### config.mk
export PLATFORM = sky130hd
export DESIGN_NAME = multicycle_ctrl
export DESIGN_NICKNAME = d
export VERILOG_FILES = /design/src/rtl/multicycle_ctrl.sv
export SDC_FILE = /design/constraint.sdc
export NUM_CORES = 1
export LEC_CHECK = 0
export ABC_CLOCK_PERIOD_IN_PS = 2150
export CAP_MARGIN = 15
export CORE_UTILIZATION = 41
export CTS_CLUSTER_SIZE = 40
export DETAILED_ROUTE_END_ITERATION = 16
export GPL_ROUTABILITY_DRIVEN = 0
export PLACE_DENSITY = 0.78
export SLEW_MARGIN = 40
export SYNTH_ARGS = -nofsm -noshare
export SYNTH_HDL_FRONTEND = slang
export SYNTH_SLANG_ARGS = --single-unit
### constraint.sdc
create_clock -name CLK -period 2.15 [get_ports CLK]
set_clock_uncertainty 0.15 [all_clocks]
set_input_delay 0.3225 -clock CLK [delete_from_list [all_inputs] [get_ports CLK]]
set_output_delay 0.3225 -clock CLK [all_outputs]
set_load 0.02 [all_outputs]
### src/rtl/multicycle_ctrl.sv
`default_nettype none
// ============================================================================
// Module      : multicycle_ctrl
// Description : Multi-cycle control FSM (IF/ID/EX/MEM/WB/HALT) that sequences
//               the integer datapath around the ALU. It also owns the shared
//               memory handshake and halts on illegal opcodes or memory
//               timeouts.
// Revision    : 1.0 - initial release
// ============================================================================
module multicycle_ctrl #(
    parameter int TIMEOUT = 255
) (
    input  logic       CLK,
    input  logic       Reset,
    input  logic [6:0] opCode,
    input  logic [2:0] funct3,
    input  logic [6:0] funct7,
    input  logic       Equal,
    input  logic       MemReady,
    output logic       MemReq,
    output logic       MemWE,
    output logic       IorD,
    output logic       IRWrite,
    output logic       PCWrite,
    output logic [1:0] PCSrc,
    output logic [6:0] AluOpCode,
    output logic [2:0] ALUOp,
    output logic       ALUSrcB,
    output logic       RegWrite,
    output logic       MemToReg,
    output logic [2:0] State,
    output logic       Illegal,
    output logic       BusErr
);

    localparam logic [2:0] c_ST_IF   = 3'd0;
    localparam logic [2:0] c_ST_ID   = 3'd1;
    localparam logic [2:0] c_ST_EX   = 3'd2;
    localparam logic [2:0] c_ST_MEM  = 3'd3;
    localparam logic [2:0] c_ST_WB   = 3'd4;
    localparam logic [2:0] c_ST_HALT = 3'd7;

    localparam logic [2:0] c_CL_ADDI = 3'd0;
    localparam logic [2:0] c_CL_SLLI = 3'd1;
    localparam logic [2:0] c_CL_SLT  = 3'd2;
    localparam logic [2:0] c_CL_LW   = 3'd3;
    localparam logic [2:0] c_CL_SW   = 3'd4;
    localparam logic [2:0] c_CL_BEQ  = 3'd5;
    localparam logic [2:0] c_CL_ILL  = 3'd7;

    localparam logic [7:0] c_TIMEOUT = 8'(TIMEOUT);

    logic [2:0] r_state;
    logic [2:0] r_cls;
    logic [7:0] r_cnt;
    logic       r_illegal;
    logic       r_buserr;
    logic [2:0] w_dec;
    logic       w_timeout;

    // Classify the instruction currently held in IR
    always_comb begin
        w_dec = c_CL_ILL;
        case (opCode)
            7'b0010011: begin
                if (funct3 == 3'b000)
                    w_dec = c_CL_ADDI;
                else if (funct3 == 3'b001 && funct7 == 7'd0)
                    w_dec = c_CL_SLLI;
            end
            7'b0110011: if (funct3 == 3'b010 && funct7 == 7'd0) w_dec = c_CL_SLT;
            7'b0000011: if (funct3 == 3'b010) w_dec = c_CL_LW;
            7'b0100011: if (funct3 == 3'b010) w_dec = c_CL_SW;
            7'b1100011: if (funct3 == 3'b000) w_dec = c_CL_BEQ;
            default:    w_dec = c_CL_ILL;
        endcase
    end

    // Wait budget exhausted: this cycle takes priority over a late MemReady
    assign w_timeout = (r_cnt == c_TIMEOUT);

    // State sequencing, wait counter and sticky error flags
    always_ff @(posedge CLK or posedge Reset) begin
        if (Reset) begin
            r_state   <= c_ST_IF;
            r_cls     <= c_CL_ADDI;
            r_cnt     <= 8'd0;
            r_illegal <= 1'b0;
            r_buserr  <= 1'b0;
        end else begin
            case (r_state)
                c_ST_IF: begin
                    if (w_timeout) begin
                        r_buserr <= 1'b1;
                        r_state  <= c_ST_HALT;
                    end else if (MemReady) begin
                        r_cnt   <= 8'd0;
                        r_state <= c_ST_ID;
                    end else begin
                        r_cnt <= r_cnt + 8'd1;
                    end
                end
                c_ST_ID: begin
                    if (w_dec == c_CL_ILL) begin
                        r_illegal <= 1'b1;
                        r_state   <= c_ST_HALT;
                    end else if (w_dec == c_CL_BEQ) begin
                        r_cnt   <= 8'd0;
                        r_state <= c_ST_IF;
                    end else begin
                        r_cls   <= w_dec;
                        r_state <= c_ST_EX;
                    end
                end
                c_ST_EX: begin
                    if (r_cls == c_CL_LW || r_cls == c_CL_SW) begin
                        r_cnt   <= 8'd0;
                        r_state <= c_ST_MEM;
                    end else begin
                        r_state <= c_ST_WB;
                    end
                end
                c_ST_MEM: begin
                    if (w_timeout) begin
                        r_buserr <= 1'b1;
                        r_state  <= c_ST_HALT;
                    end else if (MemReady) begin
                        r_cnt   <= 8'd0;
                        r_state <= (r_cls == c_CL_LW) ? c_ST_WB : c_ST_IF;
                    end else begin
                        r_cnt <= r_cnt + 8'd1;
                    end
                end
                c_ST_WB: begin
                    r_cnt   <= 8'd0;
                    r_state <= c_ST_IF;
                end
                c_ST_HALT: r_state <= c_ST_HALT;
                default:   r_state <= c_ST_HALT;
            endcase
        end
    end

    // Control strobes decoded from state and class; Reset forces all low at once
    always_comb begin
        MemReq    = 1'b0;
        MemWE     = 1'b0;
        IorD      = 1'b0;
        IRWrite   = 1'b0;
        PCWrite   = 1'b0;
        PCSrc     = 2'b00;
        AluOpCode = 7'd0;
        ALUOp     = 3'b000;
        ALUSrcB   = 1'b0;
        RegWrite  = 1'b0;
        MemToReg  = 1'b0;
        if (!Reset) begin
            case (r_state)
                c_ST_IF: begin
                    MemReq = 1'b1;
                    if (MemReady && !w_timeout) begin
                        IRWrite = 1'b1;
                        PCWrite = 1'b1;
                    end
                end
                c_ST_ID: begin
                    if (w_dec == c_CL_BEQ) begin
                        PCWrite = Equal;
                        PCSrc   = 2'b01;
                    end
                end
                c_ST_EX: begin
                    case (r_cls)
                        c_CL_SLLI: begin
                            AluOpCode = 7'b0010011;
                            ALUOp     = 3'b001;
                            ALUSrcB   = 1'b1;
                        end
                        c_CL_SLT: begin
                            AluOpCode = 7'b0110011;
                            ALUOp     = 3'b010;
                            ALUSrcB   = 1'b0;
                        end
                        default: begin
                            AluOpCode = 7'b0010011;
                            ALUOp     = 3'b000;
                            ALUSrcB   = 1'b1;
                        end
                    endcase
                end
                c_ST_MEM: begin
                    MemReq = 1'b1;
                    IorD   = 1'b1;
                    MemWE  = (r_cls == c_CL_SW);
                end
                c_ST_WB: begin
                    RegWrite = 1'b1;
                    MemToReg = (r_cls == c_CL_LW);
                end
                default: ;
            endcase
        end
    end

    assign State   = r_state;
    assign Illegal = r_illegal;
    assign BusErr  = r_buserr;

endmodule
`default_nettype wire
==> flow_metrics.py <==
metrics = {
    "run_status": {
        "status": "complete, but fails checks",
        "violations": "setup timing",
    },
    "setup_path": {
        "cpPeakStageDelay_ns": 0.26,
        "cp_slowest_cell": "a211oi_4",
        "cp-startpoint": "funct3[1]",
        "worstReg2RegStart": "r_cnt[1]",
        "arrival_ns": 1.79,
        "cp-start-kind": "primary input",
        "cp.required_ns": 1.68,
        "cpMostUsedCell": "a211oi_4",
        "path_cells": "buf_2 -> nor3_2 -> buf_4 -> nor4_4 -> a211oi_4 -> nand3_2 -> a211oi_4 -> a31o_2 -> buf_6",
        "critical_path_class": "primary input to output pin",
        "cp-end-kind": "output pin",
        "worstPathMaxFanout": 4,
        "reg2reg_to": "r_cnt[0]",
        "reg2reg_slack_ns": 0.05,
        "crit_family": "compound AO/OA/AOI/OAI gates",
        "r2r_cells": 8,
        "cp_num_buf_inv": 3,
    },
    "min_path": {
        "min-delay-start": "BusErr",
        "hold_path_end": "BusErr",
        "holdCritPathClass": "flip-flop to flip-flop",
        "hold_depth": 2,
    },
    "sta": {
        "finalWorstPathRequiredPeriod_ns": 2.26,
        "relSlewSlack_pct": 56.4,
        "post-route-period-util_pct": 105,
        "final-max-slew-violation-count": 0,
        "setup_viol": 1,
        "final_hold_viol_count": 0,
        "rsz0062_at_grt": "yes",
        "fin_hold_ws_ns": 0.327,
        "tightestPinTransition_ns": 0.654,
        "fin_ws_ns": -0.114,
        "max_freq_mhz": 442,
    },
    "floorplan": {
        "die_area_um2": 3570,
        "core_area_um2": 3100,
        "die_width_um": 59.8,
        "io-pin-count": 46,
        "rows": 20,
        "die_y_um": 59.8,
        "start_util_pct": 44.1,
    },
    "synth": {
        "synth_top_cell_by_area": "dfrtp_1",
        "syn_inst": 161,
        "synth_area_leaders": "dfrtp_1 29%, a21oi_1 5.5%, buf_4 3.8%",
        "synth.distinct_cells": 50,
        "yosysMostFrequentCell": "dfrtp_1",
        "synth_top_area_share_pct": 29.3,
        "ys_warn_count": 0,
        "async_reset_ff_share_pct": 100,
        "syn_area_per_cell_um2": 8.49,
        "yosysSeqAreaShare_pct": 29.3,
        "synth_flop_cell": "dfrtp_1",
        "synth_common_cells": "16 x dfrtp_1, 15 x a21oi_1, 13 x nand2_1, 12 x nor2_1, 10 x inv_1",
        "syn_area_um2": 1370,
        "ys_seq_elements": 16,
        "synth-edff-count": 0,
    },
    "clocking": {
        "cts_root_buf": "clkbuf_4",
        "ctsHoldBuffers": 0,
        "cts.path.max_buffers": 2,
        "cts_sinks": 16,
        "clock_latency_ns": 0.29,
        "cts_made_buffers": 3,
        "clk_pin_slew_ns": 0.10,
        "cts_tree": "done",
        "htree_levels": 1,
    },
    "final_layout": {
        "syn_to_final_growth_pct": 61.5,
        "fin_util_pct": 71.2,
        "drive_gt1_share_pct": 47.0,
        "antenna_cells": 0,
        "stdcell_area_um2": 2210,
        "nets": 270,
    },
    "drt": {
        "drt_iter0_markers": 84,
        "num_vias": 1605,
        "routed-wl-met2_um": 2450,
        "drcViolationCount": 0,
        "top_layer": "met4",
        "via_per_inst": 5.52,
        "drtPass1Iterations": 4,
        "ant_nets": 0,
        "totalWireLength_um": 4530,
        "drt-met1-wl_um": 1690,
        "routedWlPerCell_um": 15.6,
        "wl_met3_um": 229,
    },
    "power": {
        "power_density_nw_per_um2": 774,
        "p_leak_nw": 0.979,
        "vdd_drop_max_mv": 0.361,
    },
    "global_route": {
        "grt_pass1_vias": 1596,
        "grt_max_degree": 17,
        "antenna_found_initial": 0,
        "grt_overflow": 0,
        "grt_use_total_pct": 26.1,
        "grt_first_pass_wirelength_um": 7050,
    },
    "run": {
        "maxCapViolCount": 0,
    },
    "place": {
        "io_buffer_count": 40,
        "dpl-instance-area_um2": 2130,
        "dpl.hpwl_um": 3410,
    },
}
==> where the power goes <==
group          internal, mW  switching, mW
logic                 0.490          0.591
registers             0.373         0.0532
clock network         0.103          0.100
total                 0.965          0.744
==> layer usage <==
| layer | track usage [%] | vias to the layer above |
|---|---|---|
| met5 | 0 | - |
| li1 | - | 751 |
| met4 | 9.30 | 0 |
| met2 | 49.2 | 79 |
| met1 | 28.6 | 756 |
| met3 | 5.19 | 19 |
==> logic make-up (layout without fill, tap and decap cells) <==
| kind of cell | Yosys count | count (layout) | share of synthesized area [%] |
|---|---|---|---|
| other | 1 | 5 | 0.274 |
| adders and majority gates | 1 | 1 | 0.915 |
| xor gates and xnor gates | 2 | 2 | 1.28 |
| DFF | 16 | 16 | 29.3 |
| muxes | 1 | 1 | 0.732 |
| AOI/OAI and AO/OA | 46 | 46 | 25.3 |
| and+or+nand+nor | 71 | 71 | 32.8 |
| buffers and inverters | 23 | 105 | 9.42 |
==> layout by cell type (no fill, tap or decap), types with 4 or more instances in the layout <==
cell type and instances:
clkbuf_2 8, nor3_1 7, conb_1 5, buf_4 51
buf_2 11, nor2b_1 4, nor2_1 10, dfrtp_1 16
o21ai_0 7, nand3_1 6, nand2_1 11, clkdlybuf4s15_1 5
buf_6 6, clkdlybuf4s50_1 8, nand3_2 4, a21oi_1 15
inv_1 10
==> area by class of cell <==
cell class | instances | area [um2]
flip-flops and latches | 16 | 400
fillers | 262 | 895
clock buffers | 4 | 36.3
well taps | 44 | 55.1
inverters | 10 | 37.5
multi-input cells | 126 | 983
repair buffers | 91 | 696
==> sequential cells by signal (all words and copies together), names as in the netlist <==
name / cells
BusErr: 1
State: 3
Illegal: 1
r_cls: 3
r_cnt: 8
==> worst max path at each step <==
stage / endpoint / slack (ns) / cells past startpoint
2_1_floorplan: PCWrite / -0.13 / 6
3_3_place_gp: PCWrite / -0.97 / 8
3_5_place_dp: PCWrite / -1.12 / 8
4_1_cts: PCWrite / -0.1 / 8
5_1_grt: PCWrite / -0.18 / 8
6_report: PCWrite / -0.11 / 9
==> worst min-delay path, cell delays in order, from the launching register on <==
cell     delay, ns
dfrtp_1       0.36
inv_1         0.04
o31ai_1       0.05
==> metrics by stage <==
| step | setup slack [ns] | std cells | power, mW | TNS (ns) |
|---|---|---|---|---|
| floorplan | -0.133 | 165 | 1.01 | -0.133 |
| global placement | -0.971 | 282 | 1.41 | -7.93 |
| detailed placement | -1.12 | 282 | 1.47 | -10.12 |
| CTS | -0.0979 | 287 | 1.66 | -0.0979 |
| global route | -0.184 | 291 | 1.81 | -0.222 |
| finish | -0.114 | 291 | 1.71 | -0.114 |
==> repair_timing <==
| action | 4_1_cts | 5_1_grt |
|---|---|---|
| gates resized for setup | 104 | 34 |
| pin swaps | 13 | 13 |
| endpoints found under the setup margin | 29 | 19 |
| buffers inserted | 1 | 4 |
Power figures use the tool's default switching activity.
